## config.mk

```make
export PLATFORM = sky130hd
export DESIGN_NAME = frog_controller
export DESIGN_NICKNAME = d
export VERILOG_FILES = /design/src/rtl/frog_controller.sv
export SDC_FILE = /design/constraint.sdc
export NUM_CORES = 1
export LEC_CHECK = 0
export BUFFER_PORTS_ARGS = -buffer_cell sky130_fd_sc_hd__buf_2
export CAP_MARGIN = 20
export CORE_MARGIN = 2
export CORE_UTILIZATION = 47
export DETAILED_ROUTE_END_ITERATION = 6
export PLACE_DENSITY = 0.71
export SLEW_MARGIN = 20
export SYNTH_ARGS = -nofsm -noshare
export SYNTH_HDL_FRONTEND = slang
export SYNTH_SLANG_ARGS = --single-unit
```

## constraint.sdc

```tcl
create_clock -name clk -period 2.3 [get_ports clk]
set_clock_uncertainty 0.1 [all_clocks]
set_input_delay 0.345 -clock clk [delete_from_list [all_inputs] [get_ports clk]]
set_output_delay 0.345 -clock clk [all_outputs]
set_load 0.05 [all_outputs]
```

## src/rtl/frog_controller.sv

```systemverilog
// Frog position, lives and game-state owner; switch edges and collisions act on the same clk edge they are sampled.
// Every output is a register. There is no backpressure: the frog waits on reset_frog while frog_at_top is held.
module frog_controller #(
  parameter int GRID_COLS  = 20,
  parameter int GRID_ROWS  = 15,
  parameter int START_COL  = 10,
  parameter int INIT_LIVES = 3,
  parameter int DEATH_HOLD = 25_000_000
) (
  input  logic       clk,
  input  logic       rst_n,
  input  logic       debounced_sw1,
  input  logic       debounced_sw2,
  input  logic       debounced_sw3,
  input  logic       debounced_sw4,
  input  logic       collision,
  input  logic       reset_frog,
  output logic [4:0] frog_col,
  output logic [3:0] frog_row,
  output logic       frog_at_top,
  output logic [1:0] lives,
  output logic       reset_level
);

  typedef enum logic [1:0] {PLAY, AT_TOP, DYING, GAME_OVER} state_t;

  localparam logic [4:0] SPAWN_COL = 5'(START_COL);
  localparam logic [3:0] SPAWN_ROW = 4'(GRID_ROWS - 1);
  localparam logic [4:0] MAX_COL   = 5'(GRID_COLS - 1);
  localparam logic [1:0] LIVES0    = 2'(INIT_LIVES);
  localparam int         CW        = (DEATH_HOLD > 1) ? $clog2(DEATH_HOLD) : 1;
  localparam logic [CW-1:0] HOLD_LAST = CW'(DEATH_HOLD - 1);

  state_t        state, state_nx;
  logic [3:0]    sw, sw_prev, rise;
  logic          chord;
  logic [CW-1:0] death_cnt, cnt_nx;
  logic [4:0]    col_nx;
  logic [3:0]    row_nx;
  logic          top_nx, lvl_nx;
  logic [1:0]    lives_nx;

  assign sw    = {debounced_sw4, debounced_sw3, debounced_sw2, debounced_sw1};
  assign rise  = sw & ~sw_prev;
  assign chord = &sw;

  always_ff @(posedge clk or negedge rst_n) begin
    if (!rst_n) begin
      state       <= PLAY;
      sw_prev     <= 4'hF;  // a switch held through reset must not look like a press
      death_cnt   <= '0;
      frog_col    <= SPAWN_COL;
      frog_row    <= SPAWN_ROW;
      frog_at_top <= 1'b0;
      lives       <= LIVES0;
      reset_level <= 1'b0;
    end else begin
      state       <= state_nx;
      sw_prev     <= sw;
      death_cnt   <= cnt_nx;
      frog_col    <= col_nx;
      frog_row    <= row_nx;
      frog_at_top <= top_nx;
      lives       <= lives_nx;
      reset_level <= lvl_nx;
    end
  end

  always_comb begin
    state_nx = state;
    cnt_nx   = death_cnt;
    col_nx   = frog_col;
    row_nx   = frog_row;
    top_nx   = frog_at_top;
    lives_nx = lives;
    lvl_nx   = reset_level;
    if (chord) begin
      state_nx = PLAY;
      cnt_nx   = '0;
      col_nx   = SPAWN_COL;
      row_nx   = SPAWN_ROW;
      top_nx   = 1'b0;
      lives_nx = LIVES0;
      lvl_nx   = 1'b0;
    end else begin
      case (state)
        PLAY: begin
          if (collision) begin
            col_nx = SPAWN_COL;
            row_nx = SPAWN_ROW;
            cnt_nx = '0;
            if (lives <= 2'd1) begin
              lives_nx = 2'd0;
              lvl_nx   = 1'b1;
              state_nx = GAME_OVER;
            end else begin
              lives_nx = lives - 2'd1;
              state_nx = DYING;
            end
          end else if (reset_frog) begin
            col_nx = SPAWN_COL;
            row_nx = SPAWN_ROW;
          end else if (rise[0]) begin
            // Highest-priority press is the only candidate; a clamped move is simply dropped.
            if (frog_row != 4'd0) begin
              row_nx = frog_row - 4'd1;
              if (frog_row == 4'd1) begin
                top_nx   = 1'b1;
                state_nx = AT_TOP;
              end
            end
          end else if (rise[1]) begin
            if (frog_row != SPAWN_ROW) row_nx = frog_row + 4'd1;
          end else if (rise[2]) begin
            if (frog_col != 5'd0) col_nx = frog_col - 5'd1;
          end else if (rise[3]) begin
            if (frog_col != MAX_COL) col_nx = frog_col + 5'd1;
          end
        end
        AT_TOP: begin
          if (reset_frog) begin
            col_nx   = SPAWN_COL;
            row_nx   = SPAWN_ROW;
            top_nx   = 1'b0;
            state_nx = PLAY;
          end
        end
        DYING: begin
          col_nx = SPAWN_COL;
          row_nx = SPAWN_ROW;
          if (death_cnt == HOLD_LAST) begin
            cnt_nx   = '0;
            state_nx = PLAY;
          end else begin
            cnt_nx = death_cnt + CW'(1);
          end
        end
        GAME_OVER: begin
          col_nx   = SPAWN_COL;
          row_nx   = SPAWN_ROW;
          lives_nx = 2'd0;
          lvl_nx   = 1'b1;
        end
        default: state_nx = PLAY;
      endcase
    end
  end

endmodule

```

=== Word-level counts from Yosys, hierarchy flattened ===
Cells that the tools add are included.
W data, S select, Z words.

* Bitwise operators: 2
* Reductions and logical operators: 16
* Mux-type cells: 50
* Magnitude comparators: 1
* Equal/unequal tests: 28
* Add/sub/neg operators: 6

{| class="wikitable"
|+ Operator list
! cell !! number
|-
| $mux W25 || 3
|-
| $mux W5 || 10
|-
| $pmux W25 S2 || 1
|-
| $ne A6 B6 Y1 const B || 6
|-
| $mux W4 || 8
|-
| $ne A3 B3 Y1 const B || 9
|-
| $add A25 B1 Y25 const B || 1
|-
| $eq A25 B25 Y1 const B || 1
|-
| $mux W2 || 11
|-
| $ne A4 B4 Y1 const B || 5
|-
| $ne A5 B5 Y1 const B || 3
|-
| $pmux W5 S3 || 1
|-
| $reduce_and A7 Y1 || 2
|-
| $pmux W4 S3 || 1
|-
| $mux W1 || 11
|-
| $reduce_bool A3 Y1 || 3
|-
| $reduce_and A4 Y1 || 2
|-
| $reduce_bool A4 Y1 || 2
|-
| $pmux W2 S3 || 1
|-
| $reduce_and A6 Y1 || 1
|-
| $add A5 B1 Y5 const B || 1
|-
| $reduce_bool A5 Y1 || 1
|-
| $sub A5 B1 Y5 const B || 1
|-
| $add A4 B1 Y4 const B || 1
|-
| 14 further kinds || 17
|}

* Logic and storage cells: 111
* Input port bits: 8
* Bits in registers: 44

=== Depth between registers and ports, before layout ===
* Depth in word-level cells: 10
* Depth in mapped cells: 9

=== Least setup slack after synthesis ===
OpenSTA, ideal clock, no wires.

* Kind: register -> register
* From: register frog_row[0]
* To: register state[0]
* Clock period less this slack: 2.170 ns
* Data arrival time: 2.004 ns
* Path slack: 0.130 ns
* Data required time: 2.134 ns
* Stages on the path, launching flop included: 8
* Cells stage by stage: dfrtp_1 -> inv_1 -> ha_1 -> nor2_1 -> nand3_1 -> a221oi_1 -> nor4b_4 -> a22o_1

* Word-level cells in the longest chain between the ends: 3
* Elaborated cells between the ends (all ways): 5
* Those cells by class: 3 x eq/ne; 2 x reduce/logical

{| class="wikitable"
|+ Ends and longest elaborated chain
! what !! line !! text
|-
| start: declaration || 19 || <nowiki>output logic [3:0] frog_row,</nowiki>
|-
| start signal: assignment || 62 || <nowiki>frog_row <= row_nx;</nowiki>
|-
| $eq A4 B1 Y1 or $reduce_bool A4 Y1 (tied branches) || 107, 105 ||
|-
| $ne A4 B4 Y1 (no line) || - ||
|-
| $reduce_and A7 Y1 (no line) (*) || - ||
|-
| end signal: assignment || 58 || <nowiki>state <= state_nx;</nowiki>
|-
| end: declaration || 34 || <nowiki>state_t state, state_nx;</nowiki>
|}

Mark *: on every way between the ends. The rest lies on a longest branch, timed or not.
A chain may end at the register's enable or synchronous reset.

=== Worst setup path in the final report ===
* From: register frog_row[1]
* To: register state[0]

The elaborated chain is that of the path after synthesis.

==> metrics.txt <==
Crit-path slowest cell=dfstp_2; Min Clock Period, post-route=2150 ps; Largest stage delay, worst path=580 ps; cells along the critical path=inv_1 > ha_1 > nor2_1 > nand3_1 > a221oi_1 > nor4b_4 > a22o_1; count leader, synth=dfrtp_1; sequential share of power=0.342; worst reg2reg endpoint=state[0]$_DFFE_PN0P_; initial antenna violation count=0; Initial DRC Count=145; post-synthesis register bit count=44; Setup crit start kind=flip-flop; RePlAce Congestion=0.818; worst path required time=2430 ps; vias in the first global route=2313; register area=1110 um^2; Internal Power=1.65 mW; final HPWL from detailed placement=4.68 mm; Synth area leaders=dfrtp_1, dfstp_2, ha_1; Row Count=28; final cycle utilization of the critical path=0.936; Vias/cell=6.00; post-layout util=0.539; Post-Layout Inst Area=3150 um^2; Core ar.=5850 um^2; setup violators final=0; # Post-CTS Setup Buffers=0; Sink Count=44; status=complete, but fails checks; WS Path Type=flip-flop to flip-flop; pwr dens=884 nW/um^2; number of flops mapped to enable cells by yosys=0; first-pass GRT wire length=10.8 mm; DR pass1 iterations=4; TritonCTS clock tree=done; RSZ-0062 raised after global routing=no; fillers=538; H-Tree Depth=2; Clk pwr share=0.212; Fmax achieved=464 MHz; YS warnings=0; top_reg_cell synth=dfrtp_1; fraction of layout instances using a drive strength above 1=0.189; TNS Setup=0 ps; Area after DPL=3040 um^2; Worst-Skew Late Latency=300 ps; Synth top cells by count=dfrtp_1, nand3_1, a21oi_1, nand2_1; sequential area share after synthesis=0.395; largest net degree at the start of global routing=34; Die W=81.5 um; fin nets=347; Clock Pin Slew Worst Setup and Hold Paths=80 ps; Mapped Cells=301; WL final=6.39 mm; area grow syn2layout=11.6%; Crit path arrival time=2280 ps; hold buffers post-CTS=0; Initial Utilization=0.483; Longest Clk Path Bufs=2; Mapped Area=2820 um^2; sw power=1.13 mW; All-Layer GR Usage=0.206; antenna cell count=0; post-synth top area share=0.292; Residual DRC=0; worst-margin pin slew=711 ps; CTS root buffer=clkbuf_8; Max Slew Vio Count=0; multi-input logic area=1570 um^2; relative slew slack=0.526; FFs w/ async S/R, synth=1.00; # Max-Cap Violations=0; CP Capture Type=flip-flop; failing checks=hold timing; logic gate share of total power=0.445; R2R depth=7; worst hold path type=input pin to async pin; critical path's top delay family=flip-flops; Crit Path Max Fanout=6; setup slack, reg-to-reg=150 ps; Top-Level Pins=21; VDD IR max=0.563 mV; ANT nets after route=0; Critical R2R Launch=frog_row[1]$_DFFE_PN1P_; DR vias=2416; syn avg cell area=9.38 um^2; area leader, netlist=dfrtp_1; Sw Ratio=0.406; Leakage=1.39 nW; Distinct cells, synth=62; syn_nets=321; input/output buffers=20; Die H=81.5 um; TritonCTS Buffers=5; final hold viol count=9; Buf/Inv on CP=1; Fin Hold WS=-6.23 ps; GRT overflow=0; Die Area=6640 um^2; WL/cell=15.9 um
==> state kept, by name (all words and copies together) (netlist names) <==
signal and flops:
death_cnt 25, frog_at_top 1, frog_col 5, frog_row 4, lives 2, reset_level 1, state 2, sw_prev 4
==> how the worst max path moves through the flow <==
stage,start,endpoint,depth (start not counted)
after floorplan,frog_row[0]$_DFFE_PN0P_,state[0]$_DFFE_PN0P_,7
after global placement,frog_row[1]$_DFFE_PN1P_,state[0]$_DFFE_PN0P_,7
after detailed placement,sw_prev[2]$_DFF_PN1_,frog_col[4]$_DFFE_PN0P_,8
after CTS,sw_prev[2]$_DFF_PN1_,frog_col[4]$_DFFE_PN0P_,8
after global routing,frog_row[1]$_DFFE_PN1P_,state[0]$_DFFE_PN0P_,7
final,frog_row[1]$_DFFE_PN1P_,state[0]$_DFFE_PN0P_,7
==> layout make-up <==
cell class,instances,area share
Inverter,15,0.0179
Timing Repair Buffer,33,0.0667
Tap cell,75,0.0298
Clock buffer,6,0.0230
Sequential cell,44,0.354
Multi-Input combinational cell,228,0.498
Clock inverter,2,0.0111
==> timing repair <==
action                     4_1_cts  5_1_grt
setup endpoints to repair        0        2
hold endpoints to repair         0        0
gates resized for setup          0        2
==> per-layer routing <==
| layer | global-route usage | share of wire |
|---|---|---|
| met2 | 0.345 | 0.48 |
| met3 | 0.0505 | 0.042 |
| met1 | 0.261 | 0.46 |
| met5 | 0 | 0 |
| met4 | 0.0644 | 0.0084 |
==> cells by family after synthesis <==
logic type | Yosys count | synth area share
buffers and inverters | 29 | 0.0536
multiplexers | 8 | 0.0292
flip-flops | 44 | 0.395
adder cells (fa/ha/maj) | 12 | 0.0532
XOR/XNOR | 2 | 0.00620
AO/OA/AOI/OAI | 86 | 0.206
AND/OR/NAND/NOR | 120 | 0.257
==> placed cells by master (no fill, tap or decap), drive strengths merged, types with 10 or more instances in the layout <==
cell   Yosys  final
a21oi     16     16
a21o      10     10
ha        12     12
o21ai     24     24
dfrtp     33     33
dfstp     11     11
buf       13     33
inv       15     15
nand2     16     16
nand3     17     17
nor2      15     15
==> power by group through the flow <==
stage	Clock, mW	Sequential [mW]	Combinational (mW)
after floorplan	0	1.12	0.777
after global placement	0	0.961	1.20
after detailed placement	0	0.966	1.23
after CTS	0.604	0.951	1.24
after global routing	0.646	0.968	1.36
final	0.591	0.954	1.24
==> through the flow <==
stage	worst slack, ps	hold slack [ps]	instances	power (mW)
finish	147	-6.23	403	2.79
global route	29.4	34.1	403	2.97
CTS	96.8	5.22	403	2.79
detailed placement	128	332	395	2.20
global placement	225	326	395	2.17
floorplan	130	-50.6	301	1.90
(Power assumes the default switching activity.)
